## src/rtl/ifu_fetch_queue_if.sv

```systemverilog
// ifu_fetch_queue_if
// Groups the handshakes around the instruction-fetch queue.
// The instruction-memory read channel and the decode-side valid/ready stream
// are both bundled here.
//   imem_req / imem_addr        : word read request towards instruction memory
//   imem_gnt                    : memory accepted the request this cycle
//   imem_rvalid / imem_rdata    : in-order read response
//   dec_valid / dec_ready       : head-of-queue handshake with decode
//   dec_pc / dec_instr / dec_adel : contents of the head entry
// Modports:
//   master : the fetch queue itself
//   slave  : the memory and decode side facing the queue
interface ifu_fetch_queue_if;
    logic        imem_req;
    logic [31:0] imem_addr;
    logic        imem_gnt;
    logic        imem_rvalid;
    logic [31:0] imem_rdata;

    logic        dec_valid;
    logic        dec_ready;
    logic [31:0] dec_pc;
    logic [31:0] dec_instr;
    logic        dec_adel;

    modport master (
        output imem_req,
        output imem_addr,
        input  imem_gnt,
        input  imem_rvalid,
        input  imem_rdata,
        output dec_valid,
        input  dec_ready,
        output dec_pc,
        output dec_instr,
        output dec_adel
    );

    modport slave (
        input  imem_req,
        input  imem_addr,
        output imem_gnt,
        output imem_rvalid,
        output imem_rdata,
        input  dec_valid,
        output dec_ready,
        input  dec_pc,
        input  dec_instr,
        input  dec_adel
    );
endinterface

```

## src/rtl/ifu_fetch_queue.sv

```systemverilog
// ifu_fetch_queue
// Instruction-fetch stage sitting directly behind the NPC register.
// It issues one word read at a time for the current PC. Returned {pc, instr}
// pairs are buffered in a small in-order show-ahead FIFO that feeds decode.
// The NPC is held with fetch_stall until the PC has been consumed. A redirect
// (flush) empties the FIFO, and any fetch still in flight is thrown away.
// Ports:
//   clk          : single clock, all state on the rising edge
//   reset        : synchronous, active-high
//   fetch_pc     : current PC from the NPC register
//   fetch_stall  : 1 = NPC must hold its PC this cycle
//   flush        : redirect, NPC loads a new target this cycle
//   bus (master) : imem req/gnt/rvalid channel plus decode valid/ready stream
// Parameter:
//   DEPTH        : FIFO entries, power of two and at least 2
module ifu_fetch_queue #(
    parameter int DEPTH = 4
) (
    input  logic              clk,
    input  logic              reset,
    input  logic [31:0]       fetch_pc,
    output logic              fetch_stall,
    input  logic              flush,
    ifu_fetch_queue_if.master bus
);

    localparam int PW = $clog2(DEPTH);
    localparam int CW = PW + 1;
    localparam logic [CW-1:0] DEPTH_C = CW'(DEPTH);
    localparam logic [CW-1:0] CNT_ONE = CW'(1);
    localparam logic [PW-1:0] PTR_ONE = PW'(1);

    // IDLE: free to issue, WAIT: one response owed and kept,
    // DROP: one response owed that belongs to a flushed path
    typedef enum logic [1:0] {
        S_IDLE,
        S_WAIT,
        S_DROP
    } state_t;

    state_t state;
    state_t state_next;

    logic [31:0] pc_q;

    logic [31:0] fifo_pc    [DEPTH];
    logic [31:0] fifo_instr [DEPTH];
    logic        fifo_adel  [DEPTH];

    logic [PW-1:0] rd_ptr;
    logic [PW-1:0] wr_ptr;
    logic [CW-1:0] count;

    logic        room;
    logic        misaligned;
    logic        in_idle;
    logic        grant;
    logic        push;
    logic        pop;
    logic [31:0] push_pc;
    logic [31:0] push_instr;
    logic        push_adel;

    // A free slot is required before issuing. That slot stays reserved for
    // the whole WAIT period because nothing else pushes outside IDLE.
    assign misaligned = (fetch_pc[1:0] != 2'b00);
    assign room       = (count < DEPTH_C);
    assign in_idle    = (state == S_IDLE);

    // Misaligned PCs never reach memory. The request is also held low
    // during reset so nothing is issued towards a memory that is itself
    // resetting.
    assign bus.imem_req  = in_idle && !flush && room && !misaligned && !reset;
    assign bus.imem_addr = fetch_pc;
    assign grant         = bus.imem_req && bus.imem_gnt;

    // The PC moves on a grant or a misaligned push, and always on a redirect.
    // grant already covers the IDLE/room/aligned terms, so using it here is
    // equivalent to using the raw gnt.
    assign fetch_stall = !flush && !(in_idle && room && (grant || misaligned));

    // Select what (if anything) gets written into the FIFO this cycle.
    // A redirect suppresses every push. The memory response and the
    // misaligned push cannot collide because one needs WAIT and the other
    // needs IDLE.
    always_comb begin
        push       = 1'b0;
        push_pc    = pc_q;
        push_instr = bus.imem_rdata;
        push_adel  = 1'b0;
        if (!flush) begin
            if ((state == S_WAIT) && bus.imem_rvalid) begin
                push = 1'b1;
            end else if (in_idle && room && misaligned) begin
                push       = 1'b1;
                push_pc    = fetch_pc;
                push_instr = 32'h0;
                push_adel  = 1'b1;
            end
        end
    end

    // A redirect also wins over a pop in the same cycle.
    assign pop = bus.dec_valid && bus.dec_ready && !flush;

    // Next-state logic. An rvalid always returns the FSM to IDLE, whether
    // the data is kept or discarded. A flush without rvalid while waiting
    // turns the outstanding fetch into one that must be dropped.
    always_comb begin
        state_next = state;
        case (state)
            S_IDLE: begin
                if (grant) begin
                    state_next = S_WAIT;
                end
            end
            S_WAIT: begin
                if (bus.imem_rvalid) begin
                    state_next = S_IDLE;
                end else if (flush) begin
                    state_next = S_DROP;
                end
            end
            S_DROP: begin
                if (bus.imem_rvalid) begin
                    state_next = S_IDLE;
                end
            end
            default: begin
                state_next = S_IDLE;
            end
        endcase
    end

    // State register.
    always_ff @(posedge clk) begin
        if (reset) begin
            state <= S_IDLE;
        end else begin
            state <= state_next;
        end
    end

    // Remember which PC the outstanding request belongs to, so the
    // returned word can be paired with it.
    always_ff @(posedge clk) begin
        if (reset) begin
            pc_q <= 32'h0;
        end else if (grant) begin
            pc_q <= fetch_pc;
        end
    end

    // FIFO bookkeeping. Pointers wrap naturally at DEPTH because they are
    // exactly log2(DEPTH) bits wide. A simultaneous push and pop leaves the
    // occupancy unchanged.
    always_ff @(posedge clk) begin
        if (reset || flush) begin
            rd_ptr <= '0;
            wr_ptr <= '0;
            count  <= '0;
        end else begin
            if (push) begin
                wr_ptr <= wr_ptr + PTR_ONE;
            end
            if (pop) begin
                rd_ptr <= rd_ptr + PTR_ONE;
            end
            case ({push, pop})
                2'b10:   count <= count + CNT_ONE;
                2'b01:   count <= count - CNT_ONE;
                default: count <= count;
            endcase
        end
    end

    // Storage array. It is left unreset because the occupancy counter alone
    // decides which entries are meaningful.
    always_ff @(posedge clk) begin
        if (push) begin
            fifo_pc[wr_ptr]    <= push_pc;
            fifo_instr[wr_ptr] <= push_instr;
            fifo_adel[wr_ptr]  <= push_adel;
        end
    end

    // Show-ahead head. The data fields are forced to zero while empty so
    // decode never sees stale contents after reset or a redirect.
    assign bus.dec_valid = (count != '0);
    assign bus.dec_pc    = bus.dec_valid ? fifo_pc[rd_ptr]    : 32'h0;
    assign bus.dec_instr = bus.dec_valid ? fifo_instr[rd_ptr] : 32'h0;
    assign bus.dec_adel  = bus.dec_valid ? fifo_adel[rd_ptr]  : 1'b0;

endmodule

```

## src/flat_wrapper.sv

```systemverilog
// flat-port wrapper written by rule: the top's interface ports become plain ports
module ifu_fetch_queue_flat 
#(
    parameter int DEPTH = 4
)
  (clk, reset, fetch_pc, fetch_stall, flush, bus_imem_req, bus_imem_addr, bus_imem_gnt, bus_imem_rvalid, bus_imem_rdata, bus_dec_valid, bus_dec_ready, bus_dec_pc, bus_dec_instr, bus_dec_adel);
  ifu_fetch_queue_if bus_i ();
  input  logic clk;
  input  logic reset;
  input  logic [31:0] fetch_pc;
  output logic fetch_stall;
  input  logic flush;
  output wire logic [$bits(bus_i.imem_req)-1:0] bus_imem_req;
  output wire logic [$bits(bus_i.imem_addr)-1:0] bus_imem_addr;
  input wire logic [$bits(bus_i.imem_gnt)-1:0] bus_imem_gnt;
  input wire logic [$bits(bus_i.imem_rvalid)-1:0] bus_imem_rvalid;
  input wire logic [$bits(bus_i.imem_rdata)-1:0] bus_imem_rdata;
  output wire logic [$bits(bus_i.dec_valid)-1:0] bus_dec_valid;
  input wire logic [$bits(bus_i.dec_ready)-1:0] bus_dec_ready;
  output wire logic [$bits(bus_i.dec_pc)-1:0] bus_dec_pc;
  output wire logic [$bits(bus_i.dec_instr)-1:0] bus_dec_instr;
  output wire logic [$bits(bus_i.dec_adel)-1:0] bus_dec_adel;
  assign bus_imem_req = bus_i.imem_req;
  assign bus_imem_addr = bus_i.imem_addr;
  assign bus_i.imem_gnt = bus_imem_gnt;
  assign bus_i.imem_rvalid = bus_imem_rvalid;
  assign bus_i.imem_rdata = bus_imem_rdata;
  assign bus_dec_valid = bus_i.dec_valid;
  assign bus_i.dec_ready = bus_dec_ready;
  assign bus_dec_pc = bus_i.dec_pc;
  assign bus_dec_instr = bus_i.dec_instr;
  assign bus_dec_adel = bus_i.dec_adel;
  ifu_fetch_queue #(.DEPTH(DEPTH)) u_core (.clk(clk), .reset(reset), .fetch_pc(fetch_pc), .fetch_stall(fetch_stall), .flush(flush), .bus(bus_i));
endmodule
```

## config.mk

```make
export PLATFORM = sky130hd
export DESIGN_NAME = ifu_fetch_queue_flat
export DESIGN_NICKNAME = d
export VERILOG_FILES = /design/src/rtl/ifu_fetch_queue_if.sv /design/src/rtl/ifu_fetch_queue.sv /design/src/flat_wrapper.sv
export SDC_FILE = /design/constraint.sdc
export NUM_CORES = 1
export LEC_CHECK = 0
export ABC_AREA = 1
export CAP_MARGIN = 20
export CORE_ASPECT_RATIO = 0.6
export CORE_UTILIZATION = 48
export CTS_CLUSTER_DIAMETER = 40
export DETAILED_ROUTE_END_ITERATION = 16
export PLACE_DENSITY = 0.74
export SLEW_MARGIN = 15
export SYNTH_ARGS = -nofsm -noshare
export SYNTH_HDL_FRONTEND = slang
export SYNTH_SLANG_ARGS = --single-unit
export TNS_END_PERCENT = 5
```

## constraint.sdc

```tcl
create_clock -name clk -period 4.15 [get_ports clk]
set_input_delay 0.83 -clock clk [delete_from_list [all_inputs] [get_ports clk]]
set_output_delay 0.83 -clock clk [all_outputs]
set_load 0.1 [all_outputs]
```

==> results of run 1 <==
## critical path: stages, from the launching register on
cell,delay (ps)
dfxtp_4,570
buf_4,560
nor2_1,110
nor2_1,100
o21ai_0,100
a21oi_1,370
buf_4,370
## area by class of cell
cell class	instances	area (um2)	area share
clock inverters	16	176	0.0112
inverters	85	322	0.0204
repair buffers	187	1870	0.119
well taps	360	450	0.0286
multi-input cells	766	3410	0.217
flip-flops and latches	303	8680	0.552
clock buffers	41	823	0.0523
## cells in the mapped netlist
cell type,n,area [um2]
buf_4,46,345
ha_1,5,62.6
dfxtp_1,43,861
inv_1,84,315
nand4_1,2,12.5
edfxtp_1,260,7810
o21ai_1,5,25.0
o21ai_0,161,806
nor2_4,2,22.5
nand2_1,110,413
inv_2,1,3.75
buf_6,7,78.8
nor2_8,1,20.0
clkbuf_1,29,109
buf_2,17,85.1
nand3_1,35,175
nand2_2,1,6.26
buf_1,13,48.8
a21boi_0,1,7.51
nor2_1,340,1280
a21oi_1,101,505
nand3_4,1,17.5
fa_1,1,20.0
## logic make-up (layout without fill, tap and decap cells)
logic type	count (synthesis)	after routing
DFF	303	303
AOI/OAI and AO/OA	268	268
adders and majority gates	6	6
and+or+nand+nor	492	492
buffers and inverters	197	329
## power by group through the flow
stage / clock, uW / sequential [uW] / combinational (uW)
after floorplan: 0 / 3510 / 765
after global placement: 0 / 3510 / 1060
after detailed placement: 0 / 3510 / 1070
after CTS: 2760 / 3450 / 1070
after global routing: 2880 / 3460 / 1130
final: 2720 / 3450 / 1070
## layer usage
layer | wire length [um] | part of all wire | global-route usage | vias up
met2 | 14100 | 0.46 | 0.350 | 376
li1 | - | - | - | 4441
met3 | 2340 | 0.077 | 0.0418 | 44
met1 | 13400 | 0.44 | 0.301 | 4358
met4 | 575 | 0.019 | 0.0546 | 0
met5 | 0 | 0 | 0 | -
## registers in the layout, summed over array words and instances (netlist names), named ones only
register and count:
u_core.count 3, u_core.pc_q 32, u_core.state 2, u_core.rd_ptr 2, u_core.fifo_instr 128, u_core.wr_ptr 2
u_core.fifo_adel 4, u_core.fifo_pc 128
## path summary, 6_finish.rpt
kind                                                     end  slack, ps                    startpoint  depth (start not counted)
worst max-delay path                          bus_dec_pc[31]        570                     flip-flop                          6
worst min-delay path             u_core.pc_q[1]$_SDFFE_PP0P_        450   u_core.pc_q[1]$_SDFFE_PP0P_                          2
worst max register to register  u_core.count[2]$_SDFFE_PP0P_       1950  u_core.state[0]$_SDFFE_PP0P_                         12
worst min register to register   u_core.pc_q[1]$_SDFFE_PP0P_        450   u_core.pc_q[1]$_SDFFE_PP0P_                          2
## through the flow
step,instances,worst slack (ps)
floorplan,1266,-324
global placement,1701,1020
detailed placement,1701,982
CTS,1758,539
global route,1758,394
finish,1758,572
==> qor.txt, run 1 <==
Status: completed
Post-route design area: 15,700 um2
CTS resizes: 0
Area growth from synthesis to layout: 20.8%
Synth Area in XOR/XNOR: 0
Starting Density: 0.491
CTS Hold Bufs: 0
Crit path capture type: primary output
Hold Path Class: reg -> reg
Seq/Total Area, Yosys: 0.666
Clock power frac: 0.376
VDD IR max: 0.000295 V
Placeable Area: 26,500 um2
Setup CP Type: reg -> out
Flop pwr share: 0.477
Gr usage total: 0.216
Setup bufs post-CTS: 0
Post-synth design cell area: 13,000 um2
Adder-cell share of the synthesized area: 0.00634
ANT cells: 0
Fin. Hold Viols: 0
Pwr Total: 7240 uW
CTS buffer count: 31
RSZ-0062 raised after global routing: no
Mapped Cells: 1,266
Synth cell types: 23
Mux contribution to synthesized area: 0
CTS tree: done
Die height: 130 um
Clock Latency Late Sink: 560 ps
Logic pwr share: 0.148
Max clock buf depth: 3
Final setup fails: 0
Pre-Repair DR Iteration Count: 5
Die area: 27,800 um2
Hold Worst Slack: 453 ps
DR vias: 9,219
Layout cells sized above 1: 0.128
Commonest non-fill, non-tap cell in the layout: nor2_1
Initial antenna violation count: 0
Clk slew on worst S/H paths: 60 ps
Syn_area_per_cell: 10.3 um2
Clock sinks: 303
Fin util: 0.593
Die W: 215 um
Worst Path Max Fanout: 52
Final worst path period share: 0.862
Vias/cell: 5.24
Filler Cells Inserted: 2,165
CP required: 3320 ps
Fin. max-slew vios: 0
Least-Margin Pin Slew: 1040 ps
# port buffers: 169
Post-DP HPWL: 18.0 mm
Final net count: 1,450
Peak Freq: 0.280 GHz
#FFs+latches synth: 303
Net Sw Power: 1970 uW
H-tree depth: 1
Remaining Overflow, GRT: 0
Synth Area in Simple Gates: 0.149
Synth Area in Compound Gates: 0.103
Slew headroom: 0.304
Number of DRC markers in iteration 0: 693
Critical Path AT: 2750 ps
Sw frac: 0.273
WL per Instance: 17.3 um
Gp weighted congestion: 0.802
Most frequent cells in the layout: nor2_1 (335), edfxtp_1 (260), o21ai_0 (161)
Row Count: 46
# DRC: 0
Total Wirelength: 30.5 mm
Pwr dens: 460 nW/um2
Ys Warns: 0
Vias in the first global route: 8,522
IO Pins: 170
Largest net degree at the start of global routing: 87
Period minus WS final: 3580 ps
Final setup TNS: 0 ps
Placed Area: 14,700 um2
Lkg Pwr: 0.00603 uW
Routed Antenna Nets: 0
First-pass GRT wire length: 46.8 mm
MaxCap Viol Count: 0
Largest family of logic cells by synthesized area: simple AND/OR/NAND/NOR gates
CTS root buffer: clkbuf_16
Syn Nets: 1,342
P_int: 5270 uW
Setup Skew: 12.5 ps
Worst Setup Start Kind: flip-flop
No activity file was read; power rests on OpenSTA's default activity.
==> run 2: changes to the inputs <==
--- a/config.mk
+++ b/config.mk
@@ -11,7 +11,9 @@
 export CORE_UTILIZATION = 48
 export CTS_CLUSTER_DIAMETER = 40
 export DETAILED_ROUTE_END_ITERATION = 16
-export PLACE_DENSITY = 0.74
+export GPL_TIMING_DRIVEN = 0
+export PLACE_DENSITY = 0.73
+export SKIP_CTS_REPAIR_TIMING = 1
 export SLEW_MARGIN = 15
 export SYNTH_ARGS = -nofsm -noshare
 export SYNTH_HDL_FRONTEND = slang
==> run 2 against run 1 <==
- hold slack worse by 4.1 ps
- clock-buffer cell count up 4
- non-clock buffer count up 103
- cell area up 6.2%
- die area unchanged
==> qor.txt, run 2 (synthesis gave the netlist of run 1 again) <==
Status: completed (unchanged)
Die height: 130 um (unchanged)
Layout cells sized above 1: 0.0963 (was 0.128)
Max clock buf depth: 3 (unchanged)
Clock power frac: 0.400 (was 0.376)
Flop pwr share: 0.452 (was 0.477)
Starting Density: 0.491 (unchanged)
IO Pins: 170 (unchanged)
Die W: 215 um (unchanged)
Clock Latency Late Sink: 510 ps (was 560 ps)
Setup Skew: 16.0 ps (was 12.5 ps)
Register area: 8670 um2 (was 8680 um2)
ANT cells: 0 (unchanged)
WL per Instance: 18.2 um (was 17.3 um)
H-tree depth: 2 (was 1)
Gp weighted congestion: 0.837 (was 0.802)
Post-DP HPWL: 22.9 mm (was 18.0 mm)
Initial antenna violation count: 0 (unchanged)
CP required: 3320 ps (about the same)
Sw frac: 0.275 (was 0.273)
Pwr Total: 7620 uW (was 7240 uW)
Regs by FF count: u_core.fifo_instr: 128 flops, u_core.fifo_pc: 128 flops, u_core.pc_q: 32 flops (unchanged)
Area growth from synthesis to layout: 28.3% (was 20.8%)
Least-Margin Pin Slew: 1040 ps (about the same)
# DRC: 0 (unchanged)
Fin. Hold Viols: 0 (unchanged)
Most frequent cells in the layout: nor2_1 (336), edfxtp_1 (260), o21ai_0 (161) (was nor2_1 (335), edfxtp_1 (260), o21ai_0 (161))
Final net count: 1,556 (was 1,450)
Vias/cell: 5.26 (was 5.24)
Crit path capture type: primary output (unchanged)
Worst setup margin: 117 ps (was 572 ps)
VDD IR max: 0.000257 V (was 0.000295 V)
Worst slack, placed: -41.2 ps (was 982 ps)
P_int: 5530 uW (was 5270 uW)
Final setup fails: 0 (unchanged)
Remaining Overflow, GRT: 0 (unchanged)
Period minus WS final: 4030 ps (was 3580 ps)
Routed Antenna Nets: 0 (unchanged)
Lkg Pwr: 0.00713 uW (was 0.00603 uW)
Die area: 27,800 um2 (unchanged)
Pwr dens: 456 nW/um2 (was 460 nW/um2)
Row Count: 46 (unchanged)
CTS buffer count: 34 (was 31)
First-pass GRT wire length: 51.6 mm (was 46.8 mm)
Clk slew on worst S/H paths: 60 ps (about the same)
Clock sinks: 303 (unchanged)
Peak Freq: 0.248 GHz (was 0.280 GHz)
Non-filler cells, final: 1,866 (was 1,758)
Gr usage total: 0.243 (was 0.216)
MaxCap Viol Count: 0 (unchanged)
Hold Path Class: reg -> reg (unchanged)
Fin. max-slew vios: 0 (unchanged)
Number of DRC markers in iteration 0: 851 (was 693)
Cell total after placement: 1,804 (was 1,701)
RSZ-0062 raised after global routing: no (unchanged)
Worst Path Max Fanout: 10 (was 52)
Filler Cells Inserted: 2,077 (was 2,165)
Multi-input gate area: 3400 um2 (was 3410 um2)
Setup CP Type: reg -> out (unchanged)
Placeable Area: 26,500 um2 (unchanged)
Pre-Repair DR Iteration Count: 6 (was 5)
Commonest non-fill, non-tap cell in the layout: nor2_1 (unchanged)
DR vias: 9,819 (was 9,219)
Hold Worst Slack: 449 ps (was 453 ps)
Critical Path AT: 3200 ps (was 2750 ps)
Total Wirelength: 33.9 mm (was 30.5 mm)
Vias in the first global route: 9,341 (was 8,522)
Final worst path period share: 0.972 (was 0.862)
Logic pwr share: 0.148 (about the same)
# port buffers: 167 (was 169)
Worst Setup Start Kind: flip-flop (unchanged)
CTS tree: done (unchanged)
Slew headroom: 0.304 (about the same)
CTS root buffer: clkbuf_16 (unchanged)
Net Sw Power: 2100 uW (was 1970 uW)
Largest net degree at the start of global routing: 25 (was 87)
-- run 2: through the flow --
step,cell area (um2),setup TNS [ps],util
2_1_floorplan,13000,-84280,-
3_3_place_gp,15100,-784730,0.571
3_5_place_dp,15400,-74.0,0.581
4_1_cts,16600,-406,0.625
5_1_grt,16700,0,0.630
6_report,16700,0,0.630
-- run 2: path summary, 6_finish.rpt --
| path | from | endpoint | slack (ps) | cells past startpoint |
|---|---|---|---|---|
| max | flip-flop | bus_dec_instr[30] | 120 | 7 |
| max reg2reg | u_core.state[0]$_SDFFE_PP0P_ | u_core.fifo_instr[2][14]$_DFFE_PP_ | 1610 | 8 |
| min reg2reg | u_core.pc_q[1]$_SDFFE_PP0P_ | u_core.pc_q[1]$_SDFFE_PP0P_ | 450 | 2 |
| min | u_core.pc_q[1]$_SDFFE_PP0P_ | u_core.pc_q[1]$_SDFFE_PP0P_ | 450 | 2 |
-- run 2: layout make-up --
cell class | instances | area share
plain buffers | 112 | 0.0399
clock buffers | 45 | 0.0584
clock inverters | 17 | 0.0109
inverters | 85 | 0.0191
multi-input cells | 766 | 0.203
flip-flops and latches | 303 | 0.519
well taps | 360 | 0.0270
repair buffers | 178 | 0.123
-- run 2: critical path, cell delays in order (launching register included) --
cell	delay [ps]
dfxtp_1	300
buf_2	140
inv_2	70
buf_4	200
clkbuf_1	480
o21ai_1	170
a21oi_1	170
clkdlybuf4s50_1	1150
-- run 2: routing by layer --
| layer | share of wire | GRT usage | routed length (um) |
|---|---|---|---|
| met5 | 0 | 0 | 0 |
| met4 | 0.016 | 0.0613 | 533 |
| met3 | 0.094 | 0.0505 | 3180 |
| met2 | 0.45 | 0.379 | 15300 |
| met1 | 0.44 | 0.350 | 14800 |
-- run 2: power by group through the flow --
stage | logic (uW) | clock network (uW) | registers (uW)
final | 1120 | 3050 | 3450
after CTS | 1130 | 3080 | 3450
after floorplan | 765 | 0 | 3510
after detailed placement | 1120 | 0 | 3510
after global placement | 1080 | 0 | 3520
after global routing | 1190 | 3190 | 3460
